<file path="src/rtl/seq_scan_ctrl_if.sv">
// Word-stream handshake into the serial scan controller.
// A word transfers on a rising edge where in_valid and in_ready are both high;
// the producer holds in_valid and in_data stable until that edge.
interface seq_scan_ctrl_if #(
  parameter int WORD_W = 8
);
  logic              in_valid;
  logic [WORD_W-1:0] in_data;
  logic              in_ready;

  modport master (output in_valid, output in_data, input in_ready);
  modport slave  (input in_valid, input in_data, output in_ready);
endinterface

</file>
<file path="src/rtl/seq_scan_ctrl.sv">
// Serialises handshaked words MSB-first into a registered Moore pattern
// detector with a saturating match counter and run-time overlap selection.
module seq_scan_ctrl #(
  parameter int               WORD_W  = 8,
  parameter int               PAT_W   = 5,
  parameter logic [PAT_W-1:0] PATTERN = 5'b10011,
  parameter int               CNT_W   = 8
) (
  input  logic               clk,
  input  logic               reset,
  seq_scan_ctrl_if.slave     in_bus,
  input  logic               overlap_en,
  input  logic               clear,
  output logic               busy,
  output logic               seq_detected,
  output logic [CNT_W-1:0]   match_count,
  output logic               count_sat,
  output logic               state_dbg
);

  localparam int CW = (WORD_W > 1) ? $clog2(WORD_W) : 1;
  localparam int FW = $clog2(PAT_W + 1);

  typedef enum logic {S_IDLE = 1'b0, S_SHIFT = 1'b1} state_t;

  state_t            state, state_nx;
  logic [WORD_W-1:0] shreg;
  logic [CW-1:0]     bit_cnt;
  logic [PAT_W-1:0]  history, hist_nx;
  logic [FW-1:0]     fill, fill_nx;
  logic              load, consume, ready_c, match, cur_bit;

  always_ff @(posedge clk or negedge reset) begin
    if (!reset) state <= S_IDLE;
    else        state <= state_nx;
  end

  // The last-bit cycle of SHIFT accepts the next word so back-to-back words stream without a gap.
  always_comb begin
    state_nx = state;
    load     = 1'b0;
    consume  = 1'b0;
    ready_c  = 1'b0;
    busy     = 1'b0;
    case (state)
      S_IDLE: begin
        ready_c = 1'b1;
        if (in_bus.in_valid) begin
          load     = 1'b1;
          state_nx = S_SHIFT;
        end
      end
      S_SHIFT: begin
        busy    = 1'b1;
        consume = 1'b1;
        if (bit_cnt == '0) begin
          ready_c = 1'b1;
          if (in_bus.in_valid) load = 1'b1;
          else                 state_nx = S_IDLE;
        end
      end
      default: state_nx = S_IDLE;
    endcase
  end

  assign in_bus.in_ready = ready_c & reset;
  assign state_dbg       = state;

  assign cur_bit = shreg[WORD_W-1];
  assign hist_nx = {history[PAT_W-2:0], cur_bit};
  assign fill_nx = (fill == FW'(PAT_W)) ? fill : fill + FW'(1);
  assign match   = consume && (hist_nx == PATTERN) && (fill_nx == FW'(PAT_W));

  always_ff @(posedge clk or negedge reset) begin
    if (!reset) begin
      shreg        <= '0;
      bit_cnt      <= '0;
      history      <= '0;
      fill         <= '0;
      seq_detected <= 1'b0;
      match_count  <= '0;
      count_sat    <= 1'b0;
    end else begin
      if (load) begin
        shreg   <= in_bus.in_data;
        bit_cnt <= CW'(WORD_W - 1);
      end else if (consume) begin
        shreg   <= {shreg[WORD_W-2:0], 1'b0};
        bit_cnt <= bit_cnt - CW'(1);
      end
      // clear outranks a match on the same edge and drops the bit consumed there.
      if (clear) begin
        history      <= '0;
        fill         <= '0;
        seq_detected <= 1'b0;
        match_count  <= '0;
        count_sat    <= 1'b0;
      end else begin
        seq_detected <= match;
        if (consume) begin
          if (match && !overlap_en) begin
            history <= '0;
            fill    <= '0;
          end else begin
            history <= hist_nx;
            fill    <= fill_nx;
          end
        end
        if (match) begin
          if (&match_count) count_sat   <= 1'b1;
          else              match_count <= match_count + CNT_W'(1);
        end
      end
    end
  end

endmodule

</file>
<file path="src/flat_wrapper.sv">
// flat-port wrapper written by rule: the top's interface ports become plain ports
module seq_scan_ctrl_flat 
#(
  parameter int               WORD_W  = 8,
  parameter int               PAT_W   = 5,
  parameter logic [PAT_W-1:0] PATTERN = 5'b10011,
  parameter int               CNT_W   = 8
)
  (clk, reset, overlap_en, clear, busy, seq_detected, match_count, count_sat, state_dbg, in_bus_in_valid, in_bus_in_data, in_bus_in_ready);
  seq_scan_ctrl_if #(.WORD_W(WORD_W)) in_bus_i ();
  input  logic clk;
  input  logic reset;
  input  logic overlap_en;
  input  logic clear;
  output logic busy;
  output logic seq_detected;
  output logic [CNT_W-1:0] match_count;
  output logic count_sat;
  output logic state_dbg;
  input wire logic [$bits(in_bus_i.in_valid)-1:0] in_bus_in_valid;
  input wire logic [$bits(in_bus_i.in_data)-1:0] in_bus_in_data;
  output wire logic [$bits(in_bus_i.in_ready)-1:0] in_bus_in_ready;
  assign in_bus_i.in_valid = in_bus_in_valid;
  assign in_bus_i.in_data = in_bus_in_data;
  assign in_bus_in_ready = in_bus_i.in_ready;
  seq_scan_ctrl #(.WORD_W(WORD_W), .PAT_W(PAT_W), .PATTERN(PATTERN), .CNT_W(CNT_W)) u_core (.clk(clk), .reset(reset), .in_bus(in_bus_i), .overlap_en(overlap_en), .clear(clear), .busy(busy), .seq_detected(seq_detected), .match_count(match_count), .count_sat(count_sat), .state_dbg(state_dbg));
endmodule
</file>
<file path="config.mk">
export PLATFORM = sky130hd
export DESIGN_NAME = seq_scan_ctrl_flat
export DESIGN_NICKNAME = d
export VERILOG_FILES = /design/src/rtl/seq_scan_ctrl_if.sv /design/src/rtl/seq_scan_ctrl.sv /design/src/flat_wrapper.sv
export SDC_FILE = /design/constraint.sdc
export NUM_CORES = 1
export LEC_CHECK = 0
export ABC_AREA = 0
export CAP_MARGIN = 20
export CELL_PAD_IN_SITES_DETAIL_PLACEMENT = 0
export CELL_PAD_IN_SITES_GLOBAL_PLACEMENT = 1
export CORE_MARGIN = 2
export CORE_UTILIZATION = 40
export DETAILED_ROUTE_END_ITERATION = 10
export PLACE_DENSITY_LB_ADDON = 0.1
export SYNTH_ARGS = -nofsm -noshare
export SYNTH_HDL_FRONTEND = slang
export SYNTH_SLANG_ARGS = --single-unit
</file>
<file path="constraint.sdc">
create_clock -name clk -period 3.7 [get_ports clk]
set_clock_uncertainty 0.15 [all_clocks]
set_input_delay 0.37 -clock clk [delete_from_list [all_inputs] [get_ports clk]]
set_output_delay 0.37 -clock clk [all_outputs]
set_load 0.02 [all_outputs]
</file>
==> results.txt, run 1 <==
The final clock period utilization by the worst path is 63.1%. The most used flip-flop cell after synthesis is dfrtp_1. The number of storage elements in the synthesis netlist came out at 29. The startpoint of the worst hold path is u_core.shreg[1].

Data on the critical path arrives at its endpoint at 1810 ps. The worst voltage drop across the vdd grid is 221 uV. The area added between synthesis and finish is 24.7%. The upper clock frequency limit is 428 MHz.

The antenna diode count came out at 0. After clock tree synthesis, the repair step resized 0 gates. The floorplan step set the die height to 66 um. The average wire per cell in the routed design is 13.3 um. The cell sitting at the root of the clock tree is a clkbuf_8.

Summed over all failing endpoints, the final setup total negative slack is 0 ps. Synthesis produced a netlist whose cell count is 158. STA classifies the critical path endpoint as a primary output. Setup violations remaining at the end of the flow were counted as 0. The latest clock arrival within the worst-skew pair came out at 270 ps.

The number of I/O port buffers is 25. The violation count after the first detailed-routing iteration is 120. The overall routed net length came out at 3.10 mm. The final count of hold timing violations came out at 0.

The number of pins with negative max-slew slack in the final report came out at 0. Across the whole layout, storage elements account for 726 um^2. Counting cells, the worst reg-to-reg path comes to 4. The capture instance of the worst register-to-register path is u_core.match_count[3]. The reported leakage power is 0.827 nW.

Detailed routing inserted a total of 1,268 vias. The worst slack on hold paths is 327 ps. The global-route wire length before repair is 5.28 mm.

The proportion of synthesized flip-flops having asynchronous set or reset came out at 100%. Sequential elements use 47.2% of the synthesized area. The iteration count of the initial detailed-routing pass came out at 4. The post-synth design cell area came out at 1540 um^2. The overflow left after global routing is 0. The footprint of the multi-input gates is 753 um^2. The power density over the cells is 525 nW/um^2.

The total number of nets in the final design came out at 203. At the end of routability-driven placement, the weighted congestion stood at 0.739. After detailed routing, the number of remaining DRC violations is 0.

The worst register-to-register path has a setup slack of 1440 ps. The average cell area after synthesis came out at 9.73 um^2. The tool flagged a number of max-cap violations equal to 0. Entering global routing, the biggest net connects 30 pins. The startpoint identified for the worst register-to-register timing path is u_core.state_dbg. The fraction of layout instances using a drive strength above 1 is 6.49%. Clock-pin slew was measured on the worst setup and hold paths at 60 ps. The number of filler instances in the final layout is 357.

The number of nets with antenna violations after detailed routing is 0. The number of H-tree levels came out at 2. By startpoint and endpoint, the worst setup path is classified as reg2out. The number of buffers inserted during clock tree synthesis is 5.

The count of unique library cells instantiated by Yosys is 42. The HPWL after detailed placement is 2.22 mm. The worst-case setup slack after placement is 1450 ps. The horizontal extent of the die came out at 66 um.

Yosys printed 0 warnings. The number of standard-cell rows in the floorplan came out at 22. The worst hold path belongs to the class reg2reg. Setup repair after global routing left no endpoint under its margin. The hold-critical path depth came out at 2.

The overall fraction of global-route tracks in use came out at 16.1%. The count of clock tree sinks is 29. The number of antenna violations at the first check in global routing came out at 0. The slew at the pin closest to its max-slew limit came out at 717 ps.

The number of post-CTS setup repair buffers came out at 0. The total die area is 4360 um^2. The via density per instance is 5.44.

The flow ran to the end, and the final reports show no timing, DRC or antenna violations. The required time reported for the critical path endpoint came out at 3180 ps. The count of hold-fix buffers inserted at cts came out at 0. The largest fanout on the critical path is 3. The minimum clock period is 2330 ps. The worst path setup slack after routing is 1370 ps. The CTS tree is done. The initial core utilization is 41.7%. The number of top-level design ports is 26. The number of buffers between clock root and the deepest sink came out at 2. The worst setup path is launched from a register. The number of enable-type register cells in the synthesized netlist is 0. The total power consumption of the routed design is 1.01 mW. The remaining max-slew budget at the tightest pin came out at 52.1%. The synthesized netlist net count came out at 176.

For hold timing, the worst endpoint is u_core.shreg[2]. The placeable core region came out at 3690 um^2. The via count of the first global-routing pass came out at 1,142.
## layout by cell type (no fill, tap or decap), types with 2 or more instances in the layout
cell,count
a21oi_1,6
a22oi_1,7
a31oi_1,3
a32o_1,3
clkbuf_8,6
clkdlybuf4s50_1,25
dfrtp_1,29
ha_1,5
inv_1,8
mux2_1,3
mux2i_1,2
nand2_1,24
nand3_1,5
nand4_1,3
nand4bb_1,2
nor2_1,19
nor2b_1,5
nor4_1,4
o31ai_1,2
## logic make-up (layout without fill, tap and decap cells)
group           count (synthesis)  in the layout  synth area share (%)
xor+xnor                        2              2                  1.14
compound gates                 31             31                  15.6
mux                             6              6                  4.23
simple gates                   71             71                  23.9
flops                          29             29                  47.2
buf+inv                        14             41                  3.82
fa+ha+maj                       5              5                  4.07
## through the flow
| step | cell area [um^2] | instances | utilization (%) |
|---|---|---|---|
| 3_5_place_dp | 1830 | 226 | 49.5 |
| 6_report | 1920 | 233 | 52.0 |
| 2_1_floorplan | 1540 | 158 | - |
| 4_1_cts | 1920 | 233 | 52.0 |
| 5_1_grt | 1920 | 233 | 52.0 |
| 3_3_place_gp | 1830 | 226 | 49.5 |
## worst max path at each step
stage	startpoint	to	slack, ps	depth (start not counted)
2_1_floorplan	u_core.fill[0]	u_core.match_count[5]	1610	5
5_1_grt	u_core.state_dbg	in_bus_in_ready	1220	3
4_1_cts	u_core.bit_cnt[0]	in_bus_in_ready	1340	6
6_report	u_core.bit_cnt[0]	in_bus_in_ready	1370	6
3_5_place_dp	u_core.state_dbg	u_core.match_count[3]	1450	4
3_3_place_gp	u_core.state_dbg	u_core.match_count[5]	1530	4
## report_power, final
group	switching (mW)	internal, mW
logic	0.160	0.143
registers	0.0601	0.386
clock network	0.111	0.146
total	0.330	0.676
## critical path: stages, from the launching register on
cell,delay [ps]
dfrtp_1,350
inv_1,110
ha_1,160
nand2b_1,80
nand2_1,110
and2_1,130
clkdlybuf4s50_1,590
## registers in the layout, summed over array words and instances (netlist names)
name,flops
u_core.bit_cnt,3
u_core.state_dbg,1
u_core.seq_detected,1
u_core.count_sat,1
u_core.fill,3
u_core.match_count,8
u_core.history,4
u_core.shreg,8
## synthesized netlist by cell type (all sizes together), types with 2 or more instances
library cell  number  area share (%)
a31oi              3             1.2
ha                 5             4.1
nor2b              5             2.0
inv                8             2.0
clkbuf             3            0.73
buf                3             1.1
nor4               4             1.6
a32o               3             2.0
o211ai             2             1.3
o31ai              2            0.98
mux2               4             2.9
nor2              19             4.6
a22oi              7             3.4
nand4bb            3             3.3
nand2             24             5.9
a21oi              6             2.0
nand4              3             1.2
nand3              5             1.6
mux2i              2             1.3
dfrtp             29              47
## per-layer routing
metal	wire length (um)	global-route usage, %	up-vias	share of wire (%)
met2	1390	23.2	31	45
met1	1500	22.4	610	48
met5	0	0	-	0
li1	-	-	621	-
met4	59	6.89	0	1.9
met3	147	4.77	6	4.7
## layout make-up
| type | instances | area share [%] |
|---|---|---|
| Multi-Input combinational cell | 115 | 39.3 |
| Clock inverter | 1 | 0.392 |
| Timing Repair Buffer | 26 | 13.4 |
| Inverter | 8 | 1.57 |
| Sequential cell | 29 | 37.9 |
| Clock buffer | 6 | 4.31 |
| Tap cell | 48 | 3.13 |
No activity file was read; power rests on OpenSTA's default activity.
==> run 2: changes to the inputs <==
Clock period 3.7 ns to 2.2 ns, I/O delays scaled along.
==> run 2 against run 1 <==
  * Critical path depth shrank 1
  * Die area is the same
  * Sequential power grew 63%
  * Power grew 91%
  * Global-route usage grew 1.3 points
  * Count of clock-buffer cells in the layout grew 1
  * Worst hold slack lost 120 ps
  * Via count grew 5.5%
  * Clock power grew 120%
  * Sequential share of layout area shrank 2.5 points
  * Combinational power grew 100%
  * Setup slack lost 1300 ps
  * Critical endpoint is now u_core.match_count[0]
  * Largest cell class unchanged
==> results.txt, run 2 (synthesis results as in run 1) <==
The remaining max-slew budget at the tightest pin is 56.9% (+4.9 points). The total number of vias came out at 1,338 (+5.5%). The worst setup path is of the reg2reg kind. The largest fanout on the critical path came out at 6 (+3). The via count of the first global-routing pass came out at 1,254 (+9.8%). Setup repair after global routing left no endpoint under its margin.

In this run the worst setup path terminates at u_core.match_count[0]. The minimum setup slack among reg-to-reg paths is 60 ps (-1380 ps). The number of cells on the worst reg-to-reg path is 5 (+1). The via density per instance came out at 5.51 (+1.2%). The placed cell count was 232 (+2.7%). The worst slack on hold paths is 203 ps (-124 ps).

The reported leakage power is 0.889 nW (+7.5%). The required time reported for the critical path endpoint is 2260 ps (-920 ps). The worst register-to-register path ends at u_core.match_count[0]. The iteration count of the initial detailed-routing pass is 4 (unchanged).

The global-route wire length before repair came out at 5.79 mm (+9.7%). The reported max-cap violation count came to 0 (unchanged). The fraction of layout instances using a drive strength above 1 came to 13.8% (+7.4 points). The detailed placer's ending HPWL came out at 2.37 mm (+7.0%). The run finished with clean final reports. The class of the tightest hold or removal check is in2async.

The number of design rule violations left after detail routing came to 0 (unchanged). The number of standard-cell rows in the floorplan is 22 (unchanged). The fraction of the core area covered by cells at the end of the flow came out at 55.7% (+3.7 points). The minimum clock period is 2140 ps.

The y dimension of the die is 66 um (unchanged). The overall routed net length was 3.46 mm (+12%). The count of hold-fix buffers inserted at cts came out at 0 (unchanged).

Of the available clock period, the critical path in the final layout requires 97.2%. The maximum number of pins on one net before global-route repair came to 30 (unchanged). The number of I/O port buffers came out at 25 (unchanged). The total number of nets in the final design came to 212 (+4.4%). The number of antenna violations at the first check in global routing is 0 (unchanged). TritonCTS built the clock tree. The number of top-level design ports came out at 26 (unchanged).

The count of clock tree sinks was 29 (unchanged). The global placement routability congestion came out at 0.779 (+5.4%). The initial core utilization came out at 41.7% (unchanged). The violation count after the first detailed-routing iteration is 80 (-33%). The power density over the cells was 933 nW/um^2 (+78%). The overflow left after global routing came out at 0 (unchanged). The setup total negative slack came out at 0 ps (unchanged). The antenna diode count is 0 (unchanged). The average wire per cell in the routed design came out at 14.2 um (+7.0%). The total die area is 4360 um^2 (unchanged).

The number of nets with antenna violations after detailed routing is 0 (unchanged). The number of buffers between clock root and the deepest sink came to 2 (unchanged). The number of pins with negative max-slew slack in the final report came out at 0 (unchanged). The number of H-tree levels came out at 2 (unchanged). The horizontal extent of the die is 66 um (unchanged).

The clock edge transition at the registers on the reported setup and hold paths came out at 70 ps (about the same). Clock tree synthesis selected as its root buffer the cell clkbuf_8. The endpoint kind of the worst setup timing path is a register.

The upper clock frequency limit is 468 MHz. The area added between synthesis and finish came out at 33.6%. The library cell used most frequently in the layout, excluding fill and tap cells, is dfrtp_1. The startpoint of the worst-slack reg-to-reg timing path is u_core.fill[0]. The number of buffers inserted during clock tree synthesis came out at 5 (unchanged). Leaving out fill and tap cells, the most frequent cells in the layout are dfrtp_1 (28), nand2_1 (24), clkdlybuf4s50_1 (24). STA classifies the critical path startpoint as a register. The worst voltage drop across the vdd grid is 528 uV (+140%). The latest clock arrival within the worst-skew pair came out at 280 ps (about the same). The total power consumption of the routed design came out at 1.92 mW (+91%). The placeable core region came out at 3690 um^2 (unchanged).

The slew at the pin closest to its max-slew limit is 646 ps (-70.5 ps). The overall fraction of global-route tracks in use came out at 17.4% (+1.3 points). The largest registers in the layout are u_core.match_count (8), u_core.shreg (8), u_core.history (4). The number of standard cells in the final layout excluding fillers is 243 (+4.3%). The number of setup violations in the final report is 0 (unchanged). The final count of hold timing violations is 0 (unchanged).

The arrival time of data at the critical path endpoint came out at 2190 ps (+380 ps). Tracing the worst setup path back leads to its startpoint at u_core.fill[0].
## run 2: worst min-delay path by stage
stage | startpoint | end | slack (ps) | cells after the start
2_1_floorplan | reset | u_core.bit_cnt[0] | -230 | 0
3_3_place_gp | u_core.shreg[2] | u_core.shreg[3] | 310 | 2
3_5_place_dp | u_core.shreg[2] | u_core.shreg[3] | 310 | 2
4_1_cts | reset | u_core.bit_cnt[1] | 230 | 2
5_1_grt | reset | u_core.bit_cnt[2] | 230 | 2
6_report | reset | u_core.bit_cnt[2] | 200 | 2
## run 2: worst max-delay path, stage by stage (launching register included)
cell       delay, ps
dfrtp_2          440
ha_4             280
nand4bb_1        160
o211a_4          330
or4_1            540
a21oi_2          160
## run 2: final cells by class
type                            instances  area (um^2)
Clock buffer                            7         86.3
Clock inverter                          1         30.0
Fill cell                             372         1630
Inverter                                8         30.0
Multi-Input combinational cell        115          797
Sequential cell                        29          727
Tap cell                               48         60.1
Timing Repair Buffer                   35          324
## run 2: stage by stage
stage | worst slack (ps) | cell area [um^2]
floorplan | 108 | 1540
finish | 62.2 | 2050
detailed placement | 12.3 | 1870
CTS | 13.0 | 1990
global route | 2.92 | 2050
global placement | 103 | 1870
## run 2: timing repair
item	4_1_cts	5_1_grt
hold endpoints to repair	0	0
pin swaps	0	1
resized for setup	1	7
setup buffers	0	3
setup endpoints to repair	1	4
## run 2: layer usage
layer  GRT usage, %  wire, um
met1           23.9      1600
met2           26.6      1690
met3           4.09       140
met4           6.89        25
met5              0         0
## run 2: power by group
part / switching, mW / internal (mW) / total, mW
registers: 0.0772 / 0.651 / 0.728
logic: 0.321 / 0.297 / 0.618
clock network: 0.203 / 0.369 / 0.572
total: 0.601 / 1.32 / 1.92
